`src/rtl/seq_det_param.sv`:
```
// seq_det_param: parametrised Moore serial pattern detector with KMP fallback and saturating match count
module seq_det_param #(
  parameter int N = 3,
  parameter logic [N-1:0] PATTERN = 3'b101,
  parameter bit OVERLAP = 1'b1,
  parameter int CNT_W = 8,
  localparam int PW = $clog2(N + 1)
) (
  input  logic             clk,
  input  logic             rst,
  input  logic             x,
  input  logic             en,
  input  logic             pat_ld,
  input  logic [N-1:0]     pat_in,
  output logic             z,
  output logic [CNT_W-1:0] cnt,
  output logic [PW-1:0]    ps
);
  localparam logic [PW-1:0] FULL = PW'(N);
  logic [N-1:0] pat_reg;
  logic [PW-1:0] cur, nxt;
  logic ok;
  assign cur = (ps == FULL && !OVERLAP) ? '0 : ps;
  assign z = ps == FULL;
  always_comb begin
    nxt = '0;
    ok = 1'b0;
    for (int k = 0; k <= N; k++)
      for (int j = 1; j <= k + 1 && j <= N; j++) begin
        ok = PW'(k) == cur && x == pat_reg[N-j];
        for (int i = 0; i < j - 1; i++)
          ok = ok && pat_reg[N-2-k+j-i] == pat_reg[N-1-i];
        if (ok) nxt = PW'(j);
      end
  end
  always_ff @(posedge clk)
    if (rst) begin
      pat_reg <= PATTERN;
      ps <= '0;
      cnt <= '0;
    end else if (pat_ld) begin
      pat_reg <= pat_in;
      ps <= '0;
      cnt <= '0;
    end else if (en) begin
      ps <= nxt;
      if (nxt == FULL && cnt != '1) cnt <= cnt + 1'b1;
    end
endmodule

```
`config.mk`:
```
export PLATFORM = sky130hd
export DESIGN_NAME = seq_det_param
export DESIGN_NICKNAME = d
export VERILOG_FILES = /design/src/rtl/seq_det_param.sv
export SDC_FILE = /design/constraint.sdc
export NUM_CORES = 1
export LEC_CHECK = 0
export ABC_AREA = 1
export BUFFER_PORTS_ARGS = -buffer_cell sky130_fd_sc_hd__buf_2
export CAP_MARGIN = 10
export CELL_PAD_IN_SITES_DETAIL_PLACEMENT = 1
export CELL_PAD_IN_SITES_GLOBAL_PLACEMENT = 1
export CORE_MARGIN = 1.5
export CORE_UTILIZATION = 25
export CTS_BUF_LIST = sky130_fd_sc_hd__clkbuf_16
export CTS_CLUSTER_DIAMETER = 60
export DETAILED_ROUTE_END_ITERATION = 10
export PLACE_DENSITY_LB_ADDON = 0.1
export SETUP_SLACK_MARGIN = 0.02
export SLEW_MARGIN = 20
export SYNTH_ARGS = -nofsm -noshare
export SYNTH_HDL_FRONTEND = slang
export SYNTH_SLANG_ARGS = --single-unit
```
`constraint.sdc`:
```
create_clock -name clk -period 3.92 [get_ports clk]
set_input_delay 0.196 -clock clk [delete_from_list [all_inputs] [get_ports clk]]
set_output_delay 0.196 -clock clk [all_outputs]
set_load 0.01 [all_outputs]
```
# --- Word level (Yosys, flattened, before mapping) ---
# Index checks and enable logic that the tools add are counted.
classes:
  mux: 9
  addsub: 1
  reduce_logical: 17
  n_eq_ne: 12
ops:
  columns: ["operator", "count"]
  rows:
  - ["$logic_and A1 B1 Y1", 14]
  - ["$mux W2", 7]
  - ["$add A8 B1 Y8 const B", 1]
  - ["$ne A8 B8 Y1 const B", 1]
  - ["$eq A1 B1 Y1", 6]
  - ["$eq A2 B2 Y1 const A", 2]
  - ["$eq A2 B2 Y1 const B", 2]
  - ["$eq A1 B2 Y1 const A", 1]
  - ["$logic_not A2 Y1", 1]
  - ["$mux W1", 2]
  - ["$reduce_and A2 Y1", 1]
  - ["$reduce_or A2 Y1", 1]
totals:
  word_cells: 42
  in_bits: 8
  register_bits: 13
  output_inout_bits: 11

# --- Depth between registers and ports, before layout ---
depth:
  word_depth: 14
  depth_mapped: 12

# --- Worst setup path after synthesis ---
# No wires, ideal clock.
synth_path:
  kind: "register to register"
  from: "register cnt[0]"
  to: "register cnt[3]"
  setup_time_ps: 70
  n_path_buf: 0
  stages_incl_launch_ff: 10
  t_required_ps: 3850
  arrival_ps: 1390
  setup_slack_ps: 2460
  cell_sequence: "dfxtp_1 -> ha_1 -> inv_1 -> nor3_2 -> nand3_1 -> nand2_1 -> inv_2 -> nand2_2 -> nand2_1 -> a21oi_1"
synth_via:
  elab_chain_cells: 3
  word_cells_on_any_way: 4
synth_rtl:
  columns: ["item", "line", "text"]
  rows:
  - ["start: declaration", "16", "output logic [CNT_W-1:0] cnt,"]
  - ["start signal: assignment", "47", "if (nxt == FULL && cnt != '1) cnt <= cnt + 1'b1;"]
  - ["parallel branches: the longest is 3 deep, another holds $add A8 B1 Y8", null, null]
# Several ways; the timed one is not identified.
# A chain may end at the register's enable or synchronous reset.

# --- Final worst setup path ---
# Ends and elaborated chain as after synthesis.

==> results.sh <==
export IMPL_hp_class="in -> reg"
export IMPL_crit_arrival_ns=1.77
export IMPL_start_util=0.2720
export IMPL_syn_nets=126
export IMPL_max_cap_violations=0
export IMPL_largest_reg_flops=8
export IMPL_cp_start_kind="flop"
export IMPL_max_slew_margin=0.7777
export IMPL_pwr_share_clk=0.531
export IMPL_drive_gt1_frac=0.2230
export IMPL_cp_required_ns=4.09
export IMPL_period_needed_ns=1.599
export IMPL_drt_pass1_iterations=4
export IMPL_ys_warn_count=0
export IMPL_finalSetupViolations=0
export IMPL_grt_pass1_wl_mm=3.484
export IMPL_fin_crit_sh=0.4079
export IMPL_htree_num_levels=1
export IMPL_die_w_microns=58.48
export IMPL_dpl_hpwl_mm=1.562
export IMPL_crit_type="reg -> reg"
export IMPL_clk_latency_ns=0.24
export IMPL_cts_tree="yes"
export IMPL_switching_share=0.2135
export IMPL_power_frac_comb=0.082
export IMPL_fin_nets=149
export IMPL_worstMarginPinSlew_ns=0.3322
export IMPL_clkTransAtPathRegs_ns=0.04
export IMPL_placementRows=19
export IMPL_endpoint_kind="flop"
export IMPL_ant_nets=0
export IMPL_p_total_mw=0.3578
export IMPL_globalRoute_totalOverflow=0
export IMPL_chipHeight_microns=58.48
export IMPL_first_global_vias=776
export IMPL_cts_root_buf="clkbuf_16"
export IMPL_leakage_nw=0.4942
export IMPL_p_seq_frac=0.387
export IMPL_drc=0
export IMPL_tns_ns=0
export IMPL_cts_resized_gates=0
export IMPL_yosys_register_bits=13
export IMPL_synth_seq_area_share=0.3382
export IMPL_place_congestion=0.7492
export IMPL_port_buffers=18
export IMPL_hold_viol=0
export IMPL_crit_chain="ha_1 -> inv_1 -> nor3_2 -> nand3_1 -> nand2_1 -> inv_2 -> nand2_2 -> nand2_1 -> a21oi_1"
export IMPL_cp_max_fo=7
export IMPL_io_pins=19
export IMPL_switchingPower_mw=0.07638
export IMPL_fmax_mhz=625.4
export IMPL_grt_max_degree=9
export IMPL_clock_sinks=13
export IMPL_wl_mm=1.936
export IMPL_postCtsHoldBufs=0
export IMPL_status="completed"
export IMPL_num_vias=761
export IMPL_p_int_mw=0.2814
export IMPL_antenna_found_initial=0
export IMPL_crit_path_frequent_cell="nand2_1"
export IMPL_holdWs_ns=0.1596
export IMPL_post_synth_num_cell_types=16
export IMPL_cpPeakStageDelay_ns=0.39
export IMPL_fin_worst_skew_ns=0.002579
export IMPL_insertedDiodeCount=0
export IMPL_post_cts_setup_buffers=0
export IMPL_cts_buffer_depth=2
export IMPL_die_area_sq_um=3420
export IMPL_syn_inst=117
export IMPL_p_per_area_nw_per_um2=365.7
export IMPL_drt_initial_drc_count=12
export IMPL_synth_area_sq_um=769.5
export IMPL_rsz0062_at_grt="no"
export IMPL_cts_inserted_buffers=3
export IMPL_area_growth_pct=27.15
export IMPL_core_area_sq_um=2829
export IMPL_cp_slowest_cell="dfxtp_1"
export IMPL_avgViaCountPerCell=4.476
export IMPL_peakVddDrop_v=0.0003098
export IMPL_grtUsageTotal=0.1331
export IMPL_final_max_slew_viol_count=0
export IMPL_postSynthAreaPerCell_sq_um=6.577
export IMPL_wl_per_cell_microns=11.39
==> cell usage in the layout (no fill, tap or decap), drive strengths merged <==
cell / count
nand2: 33
buf: 18
nand3: 15
nor2: 15
inv: 15
dfxtp: 13
a21oi: 10
xor2: 5
o21ai: 5
clkbuf: 3
xnor2: 2
nor3: 2
a21boi: 1
ha: 1
clkinv: 1
==> through the flow <==
stage / instances / util / cell area, sq um / worst slack (ns)
after floorplan: 117 / - / 769.5 / 2.460
after global placement: 166 / 0.3176 / 898.4 / 2.385
after detailed placement: 166 / 0.3176 / 898.4 / 2.307
after CTS: 170 / 0.3459 / 978.4 / 2.282
after global routing: 170 / 0.3459 / 978.4 / 2.097
final: 170 / 0.3459 / 978.4 / 2.321
==> worst paths after layout <==
| check | slack (ns) | depth (start not counted) | endpoint | startpoint |
|---|---|---|---|---|
| setup reg to reg | 2.32 | 9 | cnt[3]$_SDFFE_PP0P_ | cnt[0]$_SDFFE_PP0P_ |
| hold / removal | 0.16 | 2 | pat_reg[1]$_SDFFE_PP0P_ | rst |
| hold reg to reg | 0.52 | 2 | cnt[7]$_SDFFE_PP0P_ | cnt[7]$_SDFFE_PP0P_ |
| setup / recovery | 2.32 | 9 | cnt[3]$_SDFFE_PP0P_ | cnt[0]$_SDFFE_PP0P_ |
==> final cells by class <==
class                      instances  area [sq um]
clock inverter                     1         5.005
fill                             373          1851
tap                               31         38.79
inverter                          15         56.30
multi-input combinational         89         452.9
timing repair buffer              18         90.09
clock buffer                       3         75.07
sequential                        13         260.3
==> routing by layer <==
layer / part of all wire / wire [microns] / GRT usage
met2: 0.39 / 754 / 0.1862
met3: 0.050 / 97 / 0.05275
met5: 0 / 0 / 0
met1: 0.56 / 1084 / 0.1946
met4: 0 / 0 / 0.01993
==> power by group through the flow <==
stage | Sequential [mW] | Clock (mW) | Combinational (mW)
after floorplan | 0.140 | 0 | 0.0187
after global placement | 0.141 | 0 | 0.0291
after detailed placement | 0.141 | 0 | 0.0298
after CTS | 0.138 | 0.196 | 0.0298
after global routing | 0.139 | 0.204 | 0.0340
final | 0.138 | 0.190 | 0.0293
==> cell usage after synthesis <==
cell type | number | area share
nand3_1 | 15 | 0.098
nor2_1 | 14 | 0.068
nor2_4 | 1 | 0.015
xnor2_1 | 2 | 0.023
o21ai_0 | 5 | 0.033
xor2_1 | 5 | 0.057
ha_1 | 1 | 0.016
nand2_1 | 30 | 0.15
a21oi_1 | 10 | 0.065
inv_1 | 12 | 0.059
nor3_2 | 1 | 0.013
nor3_1 | 1 | 0.0065
dfxtp_1 | 13 | 0.34
nand2_2 | 3 | 0.024
a21boi_4 | 1 | 0.024
inv_2 | 3 | 0.015
==> logic make-up (layout without fill, tap and decap cells) <==
kind of cell	count (synthesis)	in the layout	synth area share
and+or+nand+nor	65	65	0.3707
AOI/OAI and AO/OA	16	16	0.1220
adders and majority gates	1	1	0.01626
buffers and inverters	15	37	0.07317
xor gates and xnor gates	7	7	0.07968
DFF	13	13	0.3382
==> worst max-delay path: cells and delay by family (launching register included) <==
| kind | cells | cell delay [ns] |
|---|---|---|
| simple gates | 5 | 0.67 |
| compound gates | 1 | 0.12 |
| fa+ha+maj | 1 | 0.20 |
| flops | 1 | 0.39 |
| buf+inv | 2 | 0.15 |
Note: power is estimated with default switching activity, not from simulation.
